### config.mk
export PLATFORM = sky130hd
export DESIGN_NAME = wol_magic_detect_multi
export DESIGN_NICKNAME = d
export VERILOG_FILES = /design/src/rtl/wol_pkg.sv /design/src/rtl/wol_slot_cmp.sv /design/src/rtl/wol_magic_detect_multi.sv
export SDC_FILE = /design/constraint.sdc
export NUM_CORES = 1
export LEC_CHECK = 0
export ABC_AREA = 1
export ABC_CLOCK_PERIOD_IN_PS = 5910
export CAP_MARGIN = 20
export CORE_MARGIN = 2
export CORE_UTILIZATION = 48
export DETAILED_ROUTE_END_ITERATION = 12
export GPL_TIMING_DRIVEN = 0
export HOLD_SLACK_MARGIN = 0.1
export PLACE_DENSITY = 0.95
export SLEW_MARGIN = 20
export SYNTH_ARGS = -nofsm -noshare
export SYNTH_HDL_FRONTEND = slang
export SYNTH_SLANG_ARGS = --single-unit
export TNS_END_PERCENT = 30
### constraint.sdc
create_clock -name clk -period 5.91 [get_ports clk]
set_input_delay 0.8865 -clock clk [delete_from_list [all_inputs] [get_ports clk]]
set_output_delay 0.8865 -clock clk [all_outputs]
set_load 0.02 [all_outputs]
### src/rtl/wol_pkg.sv
// Shared types and constants for the Wake-on-LAN magic-packet detector.
// Latency: n/a (types/functions only); backpressure: n/a.
package wol_pkg;

    typedef enum logic [2:0] {
        S_IDLE  = 3'd0,
        S_HDR   = 3'd1,
        S_HUNT  = 3'd2,
        S_MATCH = 3'd3,
        S_PWD   = 3'd4,
        S_CAND  = 3'd5
    } wol_state_t;

    localparam int MAC_BYTES = 6;
    localparam int HDR_BYTES = 12;
    localparam int SYNC_LEN  = 6;
    localparam int PWD_BYTES = 6;

    // Byte k of a 48-bit word, k=0 being the most significant (first on the wire).
    function automatic logic [7:0] get_byte(input logic [47:0] w, input logic [2:0] k);
        logic [7:0] b;
        b = '0;
        for (int i = 0; i < MAC_BYTES; i++) begin
            if (k == 3'(i)) b = w[8*(MAC_BYTES-1-i) +: 8];
        end
        return b;
    endfunction

endpackage

### src/rtl/wol_slot_cmp.sv
// Per-slot address comparator: alive bit plus a registered expected-byte mux.
// Latency: hit is combinational against exp_q; backpressure: none, holds when no strobe.
module wol_slot_cmp
    import wol_pkg::*;
(
    input  logic        clk,
    input  logic        rst_n,
    input  logic [47:0] addr,
    input  logic        addr_vld,
    input  logic [7:0]  rx_byte,
    input  logic [2:0]  byte_idx,
    input  logic        start,
    input  logic        step,
    input  logic        kill,
    input  logic        rewind,
    output logic        alive,
    output logic        hit
);

    logic [7:0] exp_q;
    logic [2:0] idx_nxt;

    assign hit     = (rx_byte == exp_q);
    assign idx_nxt = (byte_idx == 3'(MAC_BYTES-1)) ? 3'd0 : byte_idx + 3'd1;

    // exp_q always holds the byte the next accepted rx byte must equal.
    always_ff @(posedge clk) begin
        if (!rst_n) begin
            alive <= 1'b0;
            exp_q <= '0;
        end else begin
            if (kill)       alive <= 1'b0;
            else if (start) alive <= addr_vld & hit;
            else if (step)  alive <= alive & hit;

            if (start)       exp_q <= get_byte(addr, 3'd1);
            else if (step)   exp_q <= get_byte(addr, idx_nxt);
            else if (rewind) exp_q <= get_byte(addr, 3'd0);
        end
    end

endmodule

### src/rtl/wol_magic_detect_multi.sv
// Multi-slot Wake-on-LAN magic-packet detector with optional SecureOn password.
// Latency: wake/wake_pulse one clock after rx_end; backpressure: none, rx_en=0 holds parser state.
module wol_magic_detect_multi
    import wol_pkg::*;
#(
    parameter int NUM_ADDR = 2,
    parameter int REPEAT   = 16,
    parameter int PWD_EN   = 1
) (
    input  logic                                       clk,
    input  logic                                       rst_n,
    input  logic                                       rx_en,
    input  logic                                       rx_dv,
    input  logic [7:0]                                 rx_data,
    input  logic                                       rx_end,
    input  logic                                       rx_crc_ok,
    input  logic                                       rx_err,
    input  logic                                       rx_addr_ok,
    input  logic                                       cfg_wol_en,
    input  logic [48*NUM_ADDR-1:0]                     cfg_addr,
    input  logic [NUM_ADDR-1:0]                        cfg_addr_vld,
    input  logic                                       cfg_pwd_en,
    input  logic [47:0]                                cfg_pwd,
    input  logic                                       wake_clr,
    output logic                                       wake,
    output logic [(NUM_ADDR>1?$clog2(NUM_ADDR):1)-1:0] wake_slot,
    output logic                                       wake_pulse
);

    localparam int SLOT_W = (NUM_ADDR > 1) ? $clog2(NUM_ADDR) : 1;
    localparam int REP_W  = (REPEAT > 1) ? $clog2(REPEAT) : 1;

    wol_state_t        state;
    logic [2:0]        ff_cnt;
    logic [3:0]        hdr_cnt;
    logic [2:0]        byte_idx;
    logic [REP_W-1:0]  rep_cnt;
    logic [SLOT_W-1:0] cand_slot;
    logic              dv_q;

    logic [NUM_ADDR-1:0] alive, hit, alive_nxt;
    logic rx_rise, kill, go, start, step, rewind, is_ff;
    logic last_byte, last_rep, pwd_req, pwd_hit, wake_set;

    function automatic logic [SLOT_W-1:0] lowest(input logic [NUM_ADDR-1:0] v);
        logic [SLOT_W-1:0] s;
        s = '0;
        for (int i = NUM_ADDR-1; i >= 0; i--) begin
            if (v[i]) s = SLOT_W'(i);
        end
        return s;
    endfunction

    assign rx_rise   = rx_en & rx_dv & ~dv_q;
    assign kill      = ~cfg_wol_en | rx_end | rx_rise;
    assign go        = rx_en & ~kill;
    assign is_ff     = (rx_data == 8'hFF);
    assign start     = go & (state == S_HUNT) & ~is_ff & (ff_cnt == 3'(SYNC_LEN));
    assign step      = go & (state == S_MATCH);
    assign rewind    = (state != S_MATCH);
    assign alive_nxt = alive & hit;
    assign last_byte = (byte_idx == 3'(MAC_BYTES-1));
    assign last_rep  = (rep_cnt == REP_W'(REPEAT-1));
    assign pwd_req   = (PWD_EN != 0) & cfg_pwd_en;
    assign pwd_hit   = (rx_data == get_byte(cfg_pwd, byte_idx));
    assign wake_set  = rx_end & (state == S_CAND) & cfg_wol_en & rx_crc_ok & ~rx_err & rx_addr_ok;

    for (genvar g = 0; g < NUM_ADDR; g++) begin : g_slot
        wol_slot_cmp u_cmp (
            .clk      (clk),
            .rst_n    (rst_n),
            .addr     (cfg_addr[48*g +: 48]),
            .addr_vld (cfg_addr_vld[g]),
            .rx_byte  (rx_data),
            .byte_idx (byte_idx),
            .start    (start),
            .step     (step),
            .kill     (kill),
            .rewind   (rewind),
            .alive    (alive[g]),
            .hit      (hit[g])
        );
    end

    always_ff @(posedge clk) begin
        if (!rst_n) begin
            state      <= S_IDLE;
            ff_cnt     <= '0;
            hdr_cnt    <= '0;
            byte_idx   <= '0;
            rep_cnt    <= '0;
            cand_slot  <= '0;
            // A frame already in flight at reset must not look like a fresh rx_dv edge.
            dv_q       <= 1'b1;
            wake       <= 1'b0;
            wake_slot  <= '0;
            wake_pulse <= 1'b0;
        end else begin
            wake_pulse <= 1'b0;
            if (rx_en) dv_q <= rx_dv;

            if (wake_set) begin
                wake       <= 1'b1;
                wake_slot  <= cand_slot;
                wake_pulse <= 1'b1;
            end else if (wake_clr || !cfg_wol_en) begin
                wake <= 1'b0;
            end

            if (!cfg_wol_en || rx_end) begin
                state    <= S_IDLE;
                ff_cnt   <= '0;
                hdr_cnt  <= '0;
                byte_idx <= '0;
                rep_cnt  <= '0;
            end else if (rx_rise) begin
                state    <= S_HDR;
                hdr_cnt  <= 4'd1;
                ff_cnt   <= '0;
                byte_idx <= '0;
                rep_cnt  <= '0;
            end else if (rx_en) begin
                case (state)
                    S_IDLE: ;
                    S_HDR: begin
                        if (hdr_cnt == 4'(HDR_BYTES-1)) begin
                            state  <= S_HUNT;
                            ff_cnt <= '0;
                        end else begin
                            hdr_cnt <= hdr_cnt + 4'd1;
                        end
                    end
                    S_HUNT: begin
                        if (is_ff) begin
                            if (ff_cnt != 3'(SYNC_LEN)) ff_cnt <= ff_cnt + 3'd1;
                        end else if (ff_cnt == 3'(SYNC_LEN)) begin
                            state    <= S_MATCH;
                            byte_idx <= 3'd1;
                            rep_cnt  <= '0;
                        end else begin
                            ff_cnt <= '0;
                        end
                    end
                    S_MATCH: begin
                        if (alive_nxt == '0) begin
                            state  <= S_HUNT;
                            ff_cnt <= {2'b00, is_ff};
                        end else if (last_byte) begin
                            byte_idx <= '0;
                            if (last_rep) begin
                                if (pwd_req) begin
                                    state <= S_PWD;
                                end else begin
                                    state     <= S_CAND;
                                    cand_slot <= lowest(alive_nxt);
                                end
                            end else begin
                                rep_cnt <= rep_cnt + 1'b1;
                            end
                        end else begin
                            byte_idx <= byte_idx + 3'd1;
                        end
                    end
                    S_PWD: begin
                        if (!pwd_hit) begin
                            state  <= S_HUNT;
                            ff_cnt <= {2'b00, is_ff};
                        end else if (byte_idx == 3'(PWD_BYTES-1)) begin
                            state     <= S_CAND;
                            cand_slot <= lowest(alive);
                        end else begin
                            byte_idx <= byte_idx + 3'd1;
                        end
                    end
                    S_CAND: ;
                    default: state <= S_IDLE;
                endcase
            end
        end
    end

endmodule

==> flow_summary.json <==
{
  "synthArstFlopShare": 0,
  "synth_simple_gate_area_frac": 0.4330,
  "synthMuxAreaShare": 0,
  "hp-class": "reg2reg",
  "whs_endpoint": "wake_slot",
  "coreArea_mm2": 0.008299,
  "syn_nets": 897,
  "synth_fa_ha_area_frac": 0.02710,
  "place.gp.congestion": 0.9272,
  "antenna_found_initial": 0,
  "die_area_mm2": 0.009417,
  "rows": 33,
  "layout-drive-gt1-share": 0.06800,
  "syn_area_mm2": 0.004155,
  "power.switching_mw": 0.1717,
  "yosysMostFrequentCell": "nand2_1",
  "cts.sinks": 40,
  "crit_arrival_ns": 3.35,
  "fmax_ghz": 0.3182,
  "combPwrFrac": 0.287,
  "hold_depth": 2,
  "first_pass_iters": 5,
  "synth_top_family_by_area": "simple AND/OR/NAND/NOR gates",
  "wire_per_inst_um": 14.09,
  "drc": 0,
  "cts_hold_buf": 0,
  "p_total_mw": 0.6648,
  "ys_seq_area_frac": 0.1927,
  "cp-end-kind": "register",
  "synth-edff-count": 0,
  "synthTopCellsByCount": "nand2_1 (221), inv_1 (116), nor2_1 (59)",
  "num_vias": 5332,
  "clkTransAtPathRegs_ns": 0.08,
  "worstSetupPathType": "in2reg",
  "post-route-period-util": 0.5318,
  "worstReg2RegStart": "byte_idx[0]",
  "synth.area.top_cells": "nand2_1 (20%), dfxtp_1 (19%), inv_1 (10%), nor2_1 (5.3%), nand3_1 (5.1%)",
  "seqPwrFrac": 0.421,
  "synth_xor_area_frac": 0.02319,
  "drv_cap": 0,
  "grt_pass1_wl_um": 22750,
  "synth_cell_types": 47,
  "setup_slack_ns": 2.767,
  "die_y_um": 97.04,
  "irDropWorstVdd_uv": 85.41,
  "critPathMaxFanout": 10,
  "setup_violations": 0,
  "avgSynthCellArea_um2": 5.747,
  "p_leak_nw": 2.632,
  "hold_viol": 0,
  "r2r-end": "g_slot[1].u_cmp.exp_q[7]",
  "post_cts_buffers": 0,
  "power_frac_clock": 0.292,
  "ctsResizeCount": 0,
  "status": "finished, final reports clean",
  "globalRouteOverflowTotal": 0,
  "die_w_um": 97.04,
  "vias_per_cell": 5.321,
  "p_int_mw": 0.4931,
  "antenna_cells": 0,
  "synth_top_area_frac": 0.1996,
  "p_sw_frac": 0.2583,
  "start_util": 0.5007,
  "ys_ff_latch": 40,
  "synth_top_flop_cell": "dfxtp_1",
  "worstRegToRegCells": 7,
  "preCtsSetupSlack_ns": 2.596,
  "yosysWarningCount": 0,
  "h-tree-depth": 2,
  "area_growth_pct": 45.41,
  "ant_nets": 0,
  "required_ns": 6.12,
  "routed_wl_um": 14120,
  "syn_inst": 723,
  "cts.root.buffer_cell": "clkbuf_8",
  "r2r_setup_slack_ns": 3.05,
  "synth_compound_area_frac": 0.1765,
  "cts_buffers": 5,
  "io_buffers": 166,
  "min_from": "wake_slot",
  "first_iter_violations": 386,
  "tritoncts": "done",
  "start_kind": "input pin",
  "yosysTopAreaCell": "nand2_1",
  "rsz0062_at_grt": "false",
  "powerDensity_mw_per_mm2": 110.0,
  "max_slew_margin": 0.4078,
  "clock_latency_ns": 0.29,
  "io_pins": 168,
  "grt_max_degree": 13,
  "skew_ns": 0.006212,
  "grt.total_usage": 0.2891,
  "nets": 1070,
  "hpwl_um": 11460,
  "cts_max_path_buffers": 2,
  "period_needed_ns": 3.143,
  "setup_tns_ns": 0,
  "slew_violations": 0,
  "grt_pass1_vias": 5002,
  "tightest_slew_ns": 0.8809
}
-- cell families (layout without fill, tap and decap cells) --
group	Yosys count	in the layout
buffers and inverters	151	325
adder cells (fa/ha/maj)	9	9
XOR/XNOR	11	11
flip-flops	40	40
AND/OR/NAND/NOR	397	397
AO/OA/AOI/OAI	115	115
-- metal layers --
metal  wire, um  part of all wire  vias up  global-route usage
met5          0                 0        -                   0
met3       1208             0.086       51             0.05564
li1           -                 -     2689                   -
met2       6809              0.48      282              0.5208
met1       5752              0.41     2310              0.3488
met4        350             0.025        0             0.08017
-- layout make-up --
cell class	instances	area, um^2
fillers	700	2257
well taps	105	131.4
flip-flops and latches	40	800.8
plain buffers	26	143.9
clock buffers	7	86.33
multi-input cells	532	2741
clock inverters	1	7.507
inverters	125	469.2
repair buffers	166	1662
-- registers in the layout (all words and copies together), names as in the netlist, 2 cells and up --
name                cells
byte_idx                3
ff_cnt                  3
g_slot.u_cmp.alive      2
g_slot.u_cmp.exp_q     16
hdr_cnt                 4
rep_cnt                 4
state                   3
-- how the worst max path moves through the flow --
stage / from / end
floorplan: rx_data[2] / state[1]
global placement: rx_data[4] / g_slot[1].u_cmp.exp_q[2]
detailed placement: rx_data[4] / g_slot[1].u_cmp.exp_q[2]
CTS: rx_data[4] / g_slot[1].u_cmp.exp_q[2]
global route: rx_data[4] / g_slot[1].u_cmp.exp_q[2]
finish: rx_data[4] / g_slot[0].u_cmp.exp_q[5]
-- worst max-delay path, cell delays in order --
cell and delay [ns]:
clkdlybuf4s50_1 0.72, nand4_1 0.14, nor3_1 0.25, nand3_1 0.26, nand3_2 0.27, o21ai_2 0.21, buf_6 0.20, o22ai_1 0.13
nor2_1 0.07, a211oi_1 0.21
-- metrics by stage --
step	hold slack, ns	area [um^2]	util	instances
6_report	0.4567	6042	0.7280	1002
5_1_grt	0.4705	6042	0.7280	1002
4_1_cts	0.4550	6042	0.7280	1002
3_5_place_dp	0.4399	5948	0.7167	994
3_3_place_gp	0.4372	5948	0.7167	994
2_1_floorplan	0.4296	4155	-	723
-- placed cells by master, fill, tap and decap left out, types with 2 or more instances in the layout --
cell type        synthesis  routed
buf_6                    3       3
a221oi_2                 2       2
nand3b_1                 2       2
o21ai_2                  2       2
clkinv_1                 3       3
clkdlybuf4s50_1          0     166
clkbuf_8                 0       6
clkbuf_1                 5       6
nand3_2                  3       3
o22ai_1                 31      31
nor2_2                   2       2
buf_2                   16      16
ha_1                     9       9
inv_2                    6       6
dfxtp_1                 40      40
nor4_1                   2       2
a211oi_1                 8       8
o2111ai_1                2       2
nor3_1                  16      16
nor3_4                   2       2
inv_1                  116     116
nand2_2                  6       6
or2_1                    8       8
o211ai_1                 2       2
nor2_4                   4       4
nand4_1                 22      22
o21ai_1                 10      10
nand2_1                221     221
o21ai_0                 28      28
nor3b_1                  2       2
a211oi_2                 2       2
a21oi_1                 16      16
o221ai_1                 2       2
nor2_1                  59      59
xnor2_1                 10      10
a221oi_1                 6       6
nand3_1                 42      42
nor4_2                   2       2
-- power by group through the flow --
stage                     registers, mW  clock network [mW]  logic (mW)
after global placement            0.286                   0       0.186
after CTS                         0.280               0.192       0.190
after global routing              0.280               0.202       0.207
after floorplan                   0.285                   0      0.0610
final                             0.280               0.194       0.191
after detailed placement          0.286                   0       0.188
No activity file was read; power rests on OpenSTA's default activity.
